`src/rtl/uc_axi_master.sv`:
```
// Single-outstanding, single-beat AXI master that bridges a simple command/response port.
// Writes issue AW and W together; reads issue AR; the result is held on rsp_* until accepted.
module uc_axi_master #(
  parameter int DATA_W = 8,
  parameter int ADDR_W = 32,
  parameter int ID_W   = 5,
  parameter int LEN_W  = 8,
  parameter int RESP_W = 2,
  parameter int MST_ID = 0
) (
  input  logic              clk,
  input  logic              rst_n,
  input  logic [ADDR_W-1:0] cmd_addr_i,
  input  logic [DATA_W-1:0] cmd_wdata_i,
  input  logic              cmd_wr_i,
  input  logic              cmd_vld_i,
  output logic              cmd_rdy_o,
  output logic [DATA_W-1:0] rsp_data_o,
  output logic [RESP_W-1:0] rsp_resp_o,
  output logic              rsp_wr_o,
  output logic              rsp_vld_o,
  input  logic              rsp_rdy_i,
  output logic [ID_W-1:0]   m_awid_o,
  output logic [ADDR_W-1:0] m_awaddr_o,
  output logic [1:0]        m_awburst_o,
  output logic [LEN_W-1:0]  m_awlen_o,
  output logic              m_awvalid_o,
  input  logic              m_awready_i,
  output logic [DATA_W-1:0] m_wdata_o,
  output logic              m_wlast_o,
  output logic              m_wvalid_o,
  input  logic              m_wready_i,
  input  logic [ID_W-1:0]   m_bid_i,
  input  logic [RESP_W-1:0] m_bresp_i,
  input  logic              m_bvalid_i,
  output logic              m_bready_o,
  output logic [ID_W-1:0]   m_arid_o,
  output logic [ADDR_W-1:0] m_araddr_o,
  output logic [1:0]        m_arburst_o,
  output logic [LEN_W-1:0]  m_arlen_o,
  output logic              m_arvalid_o,
  input  logic              m_arready_i,
  input  logic [ID_W-1:0]   m_rid_i,
  input  logic [DATA_W-1:0] m_rdata_i,
  input  logic [RESP_W-1:0] m_rresp_i,
  input  logic              m_rlast_i,
  input  logic              m_rvalid_i,
  output logic              m_rready_o
);

  // state   | meaning
  // IDLE    | cmd_rdy_o high, waiting for a command
  // WR_REQ  | AW and/or W valid still waiting for its handshake
  // WR_RESP | bready high, waiting for the write response
  // RD_REQ  | arvalid high, waiting for arready
  // RD_DATA | rready high, waiting for the read beat
  // RSP     | rsp_vld_o high, holding the result until rsp_rdy_i
  typedef enum logic [2:0] {
    IDLE    = 3'd0,
    WR_REQ  = 3'd1,
    WR_RESP = 3'd2,
    RD_REQ  = 3'd3,
    RD_DATA = 3'd4,
    RSP     = 3'd5
  } state_t;

  localparam logic [RESP_W-1:0] SLVERR = RESP_W'(2);

  state_t            r_state;
  logic              r_cmd_rdy;
  logic              r_awvalid;
  logic              r_wvalid;
  logic              r_bready;
  logic              r_arvalid;
  logic              r_rready;
  logic              r_rsp_vld;
  logic              r_rsp_wr;
  logic [ADDR_W-1:0] r_addr;
  logic [DATA_W-1:0] r_wdata;
  logic [DATA_W-1:0] r_rsp_data;
  logic [RESP_W-1:0] r_rsp_resp;

  logic w_aw_done;
  logic w_w_done;
  logic w_unused_ids;

  // A channel counts as done if its valid already dropped or it handshakes this cycle.
  assign w_aw_done    = ~r_awvalid | m_awready_i;
  assign w_w_done     = ~r_wvalid | m_wready_i;
  assign w_unused_ids = ^{m_bid_i, m_rid_i};

  always_ff @(posedge clk or negedge rst_n) begin
    if (!rst_n) begin
      r_state    <= IDLE;
      r_cmd_rdy  <= 1'b0;
      r_awvalid  <= 1'b0;
      r_wvalid   <= 1'b0;
      r_bready   <= 1'b0;
      r_arvalid  <= 1'b0;
      r_rready   <= 1'b0;
      r_rsp_vld  <= 1'b0;
      r_rsp_wr   <= 1'b0;
      r_addr     <= '0;
      r_wdata    <= '0;
      r_rsp_data <= '0;
      r_rsp_resp <= '0;
    end else begin
      case (r_state)
        IDLE: begin
          if (cmd_vld_i && r_cmd_rdy) begin
            r_cmd_rdy <= 1'b0;
            r_addr    <= cmd_addr_i;
            r_wdata   <= cmd_wdata_i;
            if (cmd_wr_i) begin
              r_awvalid <= 1'b1;
              r_wvalid  <= 1'b1;
              r_state   <= WR_REQ;
            end else begin
              r_arvalid <= 1'b1;
              r_state   <= RD_REQ;
            end
          end else begin
            r_cmd_rdy <= 1'b1;
          end
        end
        WR_REQ: begin
          if (m_awready_i) r_awvalid <= 1'b0;
          if (m_wready_i)  r_wvalid  <= 1'b0;
          if (w_aw_done && w_w_done) begin
            r_bready <= 1'b1;
            r_state  <= WR_RESP;
          end
        end
        WR_RESP: begin
          if (m_bvalid_i) begin
            r_bready   <= 1'b0;
            r_rsp_data <= '0;
            r_rsp_resp <= m_bresp_i;
            r_rsp_wr   <= 1'b1;
            r_rsp_vld  <= 1'b1;
            r_state    <= RSP;
          end
        end
        RD_REQ: begin
          if (m_arready_i) begin
            r_arvalid <= 1'b0;
            r_rready  <= 1'b1;
            r_state   <= RD_DATA;
          end
        end
        RD_DATA: begin
          if (m_rvalid_i) begin
            r_rready   <= 1'b0;
            r_rsp_data <= m_rdata_i;
            // a single-beat read must carry rlast; anything else is a slave error
            r_rsp_resp <= m_rlast_i ? m_rresp_i : SLVERR;
            r_rsp_wr   <= 1'b0;
            r_rsp_vld  <= 1'b1;
            r_state    <= RSP;
          end
        end
        RSP: begin
          if (rsp_rdy_i) begin
            r_rsp_vld <= 1'b0;
            r_cmd_rdy <= 1'b1;
            r_state   <= IDLE;
          end
        end
        default: r_state <= IDLE;
      endcase
    end
  end

  assign cmd_rdy_o   = r_cmd_rdy;
  assign rsp_data_o  = r_rsp_data;
  assign rsp_resp_o  = r_rsp_resp;
  assign rsp_wr_o    = r_rsp_wr;
  assign rsp_vld_o   = r_rsp_vld;

  assign m_awid_o    = ID_W'(MST_ID);
  assign m_awaddr_o  = r_addr;
  assign m_awburst_o = 2'b01;
  assign m_awlen_o   = '0;
  assign m_awvalid_o = r_awvalid;
  assign m_wdata_o   = r_wdata;
  assign m_wlast_o   = 1'b1;
  assign m_wvalid_o  = r_wvalid;
  assign m_bready_o  = r_bready;

  assign m_arid_o    = ID_W'(MST_ID);
  assign m_araddr_o  = r_addr;
  assign m_arburst_o = 2'b01;
  assign m_arlen_o   = '0;
  assign m_arvalid_o = r_arvalid;
  assign m_rready_o  = r_rready;

endmodule

```
`config.mk`:
```
export PLATFORM = sky130hd
export DESIGN_NAME = uc_axi_master
export DESIGN_NICKNAME = d
export VERILOG_FILES = /design/src/rtl/uc_axi_master.sv
export SDC_FILE = /design/constraint.sdc
export NUM_CORES = 1
export LEC_CHECK = 0
export ABC_CLOCK_PERIOD_IN_PS = 1750
export CORE_MARGIN = 2
export CORE_UTILIZATION = 38
export CTS_BUF_LIST = sky130_fd_sc_hd__clkbuf_4 sky130_fd_sc_hd__clkbuf_8
export CTS_CLUSTER_SIZE = 28
export DETAILED_ROUTE_END_ITERATION = 16
export PLACE_DENSITY = 0.81
export REMOVE_ABC_BUFFERS = 1
export SYNTH_ARGS = -nofsm -noshare
export SYNTH_HDL_FRONTEND = slang
export SYNTH_SLANG_ARGS = --single-unit
```
`constraint.sdc`:
```
create_clock -name clk -period 1.75 [get_ports clk]
set_input_delay 0.35 -clock clk [delete_from_list [all_inputs] [get_ports clk]]
set_output_delay 0.35 -clock clk [all_outputs]
set_load 0.03 [all_outputs]
```
==> results of run 1 <==
-- power by group --
part,switching [mW],leakage [nW],internal [mW],total [mW]
sequential,0.460,0.720,2.09,2.55
combinational,3.26,1.53,2.19,5.45
clock,0.524,0.0846,0.555,1.08
total,4.24,2.34,4.83,9.07
-- registers in the layout (all words and copies together) (netlist names) --
| signal | cells |
|---|---|
| cmd_rdy_o | 1 |
| m_araddr_o | 32 |
| m_arvalid_o | 1 |
| m_awvalid_o | 1 |
| m_bready_o | 1 |
| m_rready_o | 1 |
| m_wdata_o | 8 |
| m_wvalid_o | 1 |
| r_state | 3 |
| rsp_data_o | 8 |
| rsp_resp_o | 2 |
| rsp_vld_o | 1 |
| rsp_wr_o | 1 |
-- cell usage in the layout, fill, tap and decap left out, types with 2 or more instances in the layout --
cell type / instances
sky130_fd_sc_hd__nor2_1: 3
sky130_fd_sc_hd__clkinvlp_4: 2
sky130_fd_sc_hd__mux2_2: 40
sky130_fd_sc_hd__o2bb2ai_1: 2
sky130_fd_sc_hd__clkdlybuf4s50_1: 66
sky130_fd_sc_hd__clkbuf_8: 10
sky130_fd_sc_hd__a21oi_1: 8
sky130_fd_sc_hd__dlymetal6s2s_1: 38
sky130_fd_sc_hd__a22o_1: 8
sky130_fd_sc_hd__nand2_1: 8
sky130_fd_sc_hd__mux2_1: 3
sky130_fd_sc_hd__conb_1: 31
sky130_fd_sc_hd__nor2b_1: 2
sky130_fd_sc_hd__nand2b_1: 9
sky130_fd_sc_hd__clkinv_2: 2
sky130_fd_sc_hd__nand3b_1: 2
sky130_fd_sc_hd__a31oi_1: 4
sky130_fd_sc_hd__buf_4: 6
sky130_fd_sc_hd__dfrtp_1: 61
sky130_fd_sc_hd__buf_12: 3
sky130_fd_sc_hd__inv_1: 2
sky130_fd_sc_hd__o21ai_0: 6
sky130_fd_sc_hd__dlygate4sd2_1: 47
-- cell families (layout without fill, tap and decap cells) --
| family | count (synthesis) | after routing | share of synthesized area, % |
|---|---|---|---|
| AOI/OAI and AO/OA | 36 | 36 | 8.24 |
| buffers and inverters | 74 | 178 | 18.3 |
| DFF | 61 | 61 | 50.7 |
| muxes | 44 | 44 | 16.4 |
| other | 2 | 31 | 0.250 |
| and+or+nand+nor | 31 | 31 | 6.07 |
-- layer usage --
metal  GRT usage (%)  share of wire [%]  vias up
li1                -                  -     1019
met5               0                  0        -
met3            5.56                8.9       13
met1            18.5                 38     1049
met2            26.8                 51      116
met4            7.84                2.1        0
-- cell type report --
cell class              instances  area [µm²]  area share (%)
clock buffers                  11         145            3.20
repair buffers                161        1660            36.6
inverters                       2        7.51           0.166
flip-flops and latches         61        1530            33.7
multi-input cells             142        1040            23.0
well taps                     102         128            2.82
clock inverters                 4        25.0           0.552
-- timing repair --
item	4_1_cts	5_1_grt
resized for setup	47	38
endpoints found under the setup margin	52	38
hold buffers	0	0
-- through the flow --
step           instances  worst slack (ps)  hold slack (ps)  setup TNS [ps]
5_1_grt              483             0.738             41.6               0
4_1_cts              483             0.790             27.3               0
2_1_floorplan        205              -584             54.4          -23540
3_5_place_dp         468              -170              390           -6140
3_3_place_gp         468              -154              384           -5770
6_report             483              47.5             27.8               0
-- cell usage after synthesis --
cell and instances:
sky130_fd_sc_hd__nand2_1 8, sky130_fd_sc_hd__buf_2 4, sky130_fd_sc_hd__conb_1 2, sky130_fd_sc_hd__o21ai_0 6, sky130_fd_sc_hd__mux2_2 40, sky130_fd_sc_hd__or2_2 1, sky130_fd_sc_hd__mux2_1 3, sky130_fd_sc_hd__o2bb2ai_1 2
sky130_fd_sc_hd__or2_4 1, sky130_fd_sc_hd__nor2_1 3, sky130_fd_sc_hd__a31oi_1 4, sky130_fd_sc_hd__a311oi_1 1, sky130_fd_sc_hd__o22a_1 1, sky130_fd_sc_hd__buf_6 4, sky130_fd_sc_hd__nand3b_1 2, sky130_fd_sc_hd__nor2b_1 2
sky130_fd_sc_hd__a32oi_1 1, sky130_fd_sc_hd__inv_1 2, sky130_fd_sc_hd__nor4_1 1, sky130_fd_sc_hd__dfrtp_1 61, sky130_fd_sc_hd__or3_1 1, sky130_fd_sc_hd__a22o_1 8, sky130_fd_sc_hd__a211o_1 1, sky130_fd_sc_hd__mux2i_1 1
sky130_fd_sc_hd__nor3b_1 1, sky130_fd_sc_hd__o22ai_1 1, sky130_fd_sc_hd__clkbuf_1 1, sky130_fd_sc_hd__and2_1 1, sky130_fd_sc_hd__nand2b_1 9, sky130_fd_sc_hd__a21o_1 1, sky130_fd_sc_hd__a21oi_1 8, sky130_fd_sc_hd__nor3_4 1
sky130_fd_sc_hd__buf_4 63, sky130_fd_sc_hd__o221ai_1 1, sky130_fd_sc_hd__a21boi_0 1
-- worst max-delay path by stage --
stage                             start             end  slack [ps]  cells past startpoint
after floorplan              r_state[1]   m_araddr_o[0]        -580                      3
after global placement        cmd_vld_i   m_araddr_o[4]        -150                      5
after detailed placement      cmd_vld_i  m_araddr_o[11]        -170                      5
after CTS                 m_araddr_o[8]   m_araddr_o[8]         0.8                      1
after global routing      rsp_data_o[6]   rsp_data_o[6]         0.7                      1
final                     rsp_data_o[6]   rsp_data_o[6]          50                      1
==> results.sh, run 1 <==
export IMPL_worstReg2RegEnd="m_araddr_o[20]"
export IMPL_drc=0
export IMPL_num_fill_cells=637
export IMPL_num_rows=32
export IMPL_avg_wl_per_cell_um=14.6
export IMPL_ys_ff_latch=61
export IMPL_gp_routability_congestion=0.796
export IMPL_dieArea_mm2=0.00864
export IMPL_cts_inserted_buffers=9
export IMPL_report_final_setup_viol=0
export IMPL_detailedRoute_firstIterationViolations=48
export IMPL_netlist_instances=248
export IMPL_area_growth_syn_to_layout_pct=50.6
export IMPL_final_layout_size_suffix_gt1_share_pct=17.8
export IMPL_synth_top_area_cell="sky130_fd_sc_hd__dfrtp_1"
export IMPL_report_final_slew_viol_count=0
export IMPL_dp_final_hpwl_um=5150
export IMPL_run_status="finished, final reports clean"
export IMPL_clock_insertion_delay_worst_skew_ps=330
export IMPL_timing_hold_worst_class="in -> async"
export IMPL_post_synthesis_sequential_area_ratio_pct=50.7
export IMPL_placeableCoreArea_mm2=0.00769
export IMPL_ctsHtreeMaxLevel=3
export IMPL_wl_um=7040
export IMPL_synthesis_area_mm2=0.00301
export IMPL_drv_max_cap_violation_count=0
export IMPL_post_dp_cell_area_mm2=0.00432
export IMPL_startpoint_type="register"
export IMPL_timing_hold_violations_final=0
export IMPL_critical_path_slowest_cell="sky130_fd_sc_hd__clkdlybuf4s50_1"
export IMPL_fmaxAchievable_mhz=587
export IMPL_number_of_buffers_inserted_by_port_buffering=152
export IMPL_worst_path_buf_inv=1
export IMPL_vdd_ir_drop_max_uv=1130
export IMPL_netlist_cell_type_count=35
export IMPL_worstRegToRegCells=4
export IMPL_endpoint_kind_of_the_worst_setup_timing_path="primary output"
export IMPL_cts_tree="built"
export IMPL_fin_crit_ps=1700
export IMPL_antenna_found_initial=0
export IMPL_global_route_usage_total_pct=16.1
export IMPL_grt_pass1_vias=2221
export IMPL_reg2reg_setup_slack_ps=110
export IMPL_finalCoreUtilization_pct=58.9
export IMPL_report_power_total_mw=9.07
export IMPL_critPathMaxStageDelay_ps=670
export IMPL_critPathRequiredTime_ps=1400
export IMPL_timing_max_slew_rel_slack_pct=60.7
export IMPL_first_pass_iters=4
export IMPL_power_density_mw_per_mm2=2000
export IMPL_clk_pin_slew_ps=70
export IMPL_clock_skew_ps=9.83
export IMPL_numClockSinks=61
export IMPL_drtAntennaViolNets=0
export IMPL_ctsRootBufferMaster="sky130_fd_sc_hd__clkbuf_8"
export IMPL_post_synth_cell_area_avg_um2=12.1
export IMPL_synth_top_cell_area_share_pct=50.7
export IMPL_dr_total_vias=2197
export IMPL_postCtsSetupBuffers=0
export IMPL_global_route_overflow_total=0
export IMPL_dieHeight_um=93.0
export IMPL_io_pins=194
export IMPL_timing_critical_path_arrival_ps=1350
export IMPL_cpLargestDelayFamily="buffers and inverters"
export IMPL_avgViaCountPerCell=4.55
export IMPL_cp_cell_sequence="clkdlybuf4s50_1"
export IMPL_r2r_start="r_state[2]"
export IMPL_static_leakage_power_nw=2.34
export IMPL_synthesis_yosys_warnings=0
export IMPL_initial_core_utilization_pct=39.1
export IMPL_setup_repair_after_global_routing_missed_its_margin="false"
export IMPL_wire_length_of_the_first_global_routing_pass_um=10700
export IMPL_synthTopCellsByArea="sky130_fd_sc_hd__dfrtp_1, sky130_fd_sc_hd__buf_4, sky130_fd_sc_hd__mux2_2"
export IMPL_layout_cell_area_non_filler_mm2=0.00453
export IMPL_die_width_um=93.0
export IMPL_crit_fanout=2
export IMPL_worst_pin_slew_ps=587
export IMPL_cts_root_to_sink_buffers=2
export IMPL_grt_max_degree=62
export IMPL_insertedDiodeCount=0
export IMPL_finalNetCount=450
export IMPL_post_route_period_util_pct=97.3
export IMPL_worstSetupPathType="reg -> out"
(Power assumes the default switching activity.)
==> run 2, diff against run 1 <==
--- a/config.mk
+++ b/config.mk
@@ -5,7 +5,7 @@
 export SDC_FILE = /design/constraint.sdc
 export NUM_CORES = 1
 export LEC_CHECK = 0
-export ABC_CLOCK_PERIOD_IN_PS = 1750
+export ABC_CLOCK_PERIOD_IN_PS = 1640
 export CORE_MARGIN = 2
 export CORE_UTILIZATION = 38
 export CTS_BUF_LIST = sky130_fd_sc_hd__clkbuf_4 sky130_fd_sc_hd__clkbuf_8
==> constraint.sdc (replaced) <==
create_clock -name clk -period 1.64 [get_ports clk]
set_input_delay 0.328 -clock clk [delete_from_list [all_inputs] [get_ports clk]]
set_output_delay 0.328 -clock clk [all_outputs]
set_load 0.03 [all_outputs]
==> run 2 against run 1 <==
  * First-iteration DRC count rose by 52%
  * Utilization fell by 0.76 points
  * Hold slack got worse by 21 ps
  * Routed wire length fell by 0.26%
  * Combinational power rose by 2%
  * Setup slack improved by 28 ps
  * Via count rose by 0.23%
  * Critical endpoint is now m_araddr_o[27]
  * Critical path type is now reg -> reg
  * Final area fell by 1.3%
  * Clock power rose by 36%
  * Count of clock-buffer cells in the layout did not move
  * Largest cell class unchanged
  * Non-clock buffer count rose by 3
==> results.sh, run 2 (synthesis gave the netlist of run 1 again) <==
export IMPL_startpoint_type="register"
export IMPL_dr_total_vias=2202
export IMPL_timing_hold_violations_final=0
export IMPL_numClockSinks=61
export IMPL_postCtsSetupBuffers=0
export IMPL_crit_fanout=23
export IMPL_dieHeight_um=93.0
export IMPL_drc=0
export IMPL_cts_root_to_sink_buffers=2
export IMPL_worst_slack_ps=75.0
export IMPL_numPlacedInstances=471
export IMPL_dp_final_hpwl_um=5270
export IMPL_drv_max_cap_violation_count=0
export IMPL_cts_tree="built"
export IMPL_worstReg2RegEnd="m_araddr_o[27]"
export IMPL_post_route_period_util_pct=95.4
export IMPL_avgViaCountPerCell=4.53
export IMPL_grt_max_degree=62
export IMPL_power_density_mw_per_mm2=2190
export IMPL_r2r_start="r_state[2]"
export IMPL_ctsHtreeMaxLevel=3
export IMPL_cts_inserted_buffers=9
export IMPL_ctsRootBufferMaster="sky130_fd_sc_hd__clkbuf_8"
export IMPL_reg2reg_setup_slack_ps=80
export IMPL_number_of_buffers_inserted_by_port_buffering=152
export IMPL_die_width_um=93.0
export IMPL_fin_crit_ps=1560
export IMPL_grt_pass1_vias=2342
export IMPL_area_growth_syn_to_layout_pct=48.7
export IMPL_detailedRoute_firstIterationViolations=73
export IMPL_static_leakage_power_nw=2.08
export IMPL_place_worst_setup_slack_ps=-213
export IMPL_crit_start="r_state[2]"
export IMPL_setup_worst_path_end="m_araddr_o[27]"
export IMPL_run_status="finished, final reports clean"
export IMPL_timing_critical_path_arrival_ps=1770
export IMPL_worstRegToRegCells=4
export IMPL_first_pass_iters=4
export IMPL_number_of_hold_buffers_added_after_cts=0
export IMPL_setup_repair_after_global_routing_missed_its_margin="false"
export IMPL_clock_skew_ps=8.15
export IMPL_clk_pin_slew_ps=70
export IMPL_report_final_setup_viol=0
export IMPL_wl_um=7020
export IMPL_clock_insertion_delay_worst_skew_ps=320
export IMPL_placeableCoreArea_mm2=0.00769
export IMPL_global_route_usage_total_pct=16.4
export IMPL_endpoint_kind_of_the_worst_setup_timing_path="register"
export IMPL_initial_core_utilization_pct=39.1
export IMPL_fmaxAchievable_mhz=639
export IMPL_antenna_found_initial=0
export IMPL_final_layout_size_suffix_gt1_share_pct=19.0
export IMPL_dieArea_mm2=0.00864
export IMPL_insertedDiodeCount=0
export IMPL_report_power_total_mw=9.78
export IMPL_wire_length_of_the_first_global_routing_pass_um=11100
export IMPL_report_final_slew_viol_count=0
export IMPL_global_route_overflow_total=0
export IMPL_finalNetCount=453
export IMPL_gp_routability_congestion=0.805
export IMPL_hold_worst_slack_ps=6.92
export IMPL_final_common_cell="sky130_fd_sc_hd__dlygate4sd2_1"
export IMPL_io_pins=194
export IMPL_vdd_ir_drop_max_uv=1210
export IMPL_most_frequent_cells_in_the_layout="sky130_fd_sc_hd__dlygate4sd2_1, sky130_fd_sc_hd__dfrtp_1, sky130_fd_sc_hd__clkdlybuf4s50_1, sky130_fd_sc_hd__mux2_2, sky130_fd_sc_hd__conb_1"
export IMPL_avg_wl_per_cell_um=14.4
export IMPL_drtAntennaViolNets=0
export IMPL_num_fill_cells=666
export IMPL_critPathRequiredTime_ps=1840
export IMPL_largest_register_ffs=32
export IMPL_final_std_cells_w_o_fill=486
export IMPL_timing_hold_worst_class="in -> async"
export IMPL_worstSetupPathType="reg -> reg"
export IMPL_num_rows=32
[run 2: cell count changes in the layout (fill, tap and decap cells not counted), sizes merged]
cell | before | now
dlygate4sd2 | 47 | 90
dlymetal6s2s | 38 | 0
clkdlybuf4s50 | 66 | 61
buf | 10 | 13
bufinv | 0 | 2
clkinv | 2 | 1
clkinvlp | 2 | 1
[run 2: how the worst min path moves through the flow]
stage	from	to
after detailed placement	rst_n	rsp_vld_o
after CTS	rst_n	m_rready_o
after global placement	rst_n	rsp_vld_o
after global routing	rst_n	rsp_vld_o
final	rst_n	rsp_vld_o
after floorplan	rst_n	cmd_rdy_o
[run 2: where the power goes]
group / switching [mW] / internal, mW
clock: 0.568 / 0.904
sequential: 0.499 / 2.23
combinational: 3.48 / 2.10
total: 4.55 / 5.24
[run 2: per-stage QoR]
step / util, % / setup TNS (ps) / cell area (µm²)
final: 58.2 / 0 / 4470
after global routing: 58.2 / 0 / 4470
after CTS: 58.1 / 0 / 4470
after detailed placement: 56.7 / -8410 / 4360
after global placement: 56.7 / -8320 / 4360
after floorplan: - / -28050 / 2570
[run 2: timing repair]
action,4_1_cts,5_1_grt
setup endpoints to repair,93,35
resized for setup,91,1
pin swaps,0,1
[run 2: layout make-up]
cell class	count	area (µm²)	share of cell area, %
Tap cell	102	128	2.85
Sequential cell	61	1530	34.1
Inverter	2	7.51	0.168
Clock buffer	11	145	3.25
Timing Repair Buffer	164	1540	34.5
Clock inverter	4	72.6	1.62
Multi-Input combinational cell	142	1050	23.4
[run 2: critical path, stage by stage, from the launching register on]
cell and delay [ps]:
sky130_fd_sc_hd__dfrtp_1 380, sky130_fd_sc_hd__or2_4 280, sky130_fd_sc_hd__nor3_4 220, sky130_fd_sc_hd__buf_12 210, sky130_fd_sc_hd__mux2_2 350
[run 2: metal layers]
layer / global-route usage, % / wire, µm
met1: 18.8 / 2730
met4: 6.62 / 102
met5: 0 / 0
met2: 28.9 / 3610
met3: 4.59 / 569
==> run 3, diff against run 2 <==
--- a/config.mk
+++ b/config.mk
@@ -6,6 +6,7 @@
 export NUM_CORES = 1
 export LEC_CHECK = 0
 export ABC_CLOCK_PERIOD_IN_PS = 1640
+export CAP_MARGIN = 20
 export CORE_MARGIN = 2
 export CORE_UTILIZATION = 38
 export CTS_BUF_LIST = sky130_fd_sc_hd__clkbuf_4 sky130_fd_sc_hd__clkbuf_8
==> results of run 3 <==
The final DEF is identical to that of run 2; final timing and power are the same.
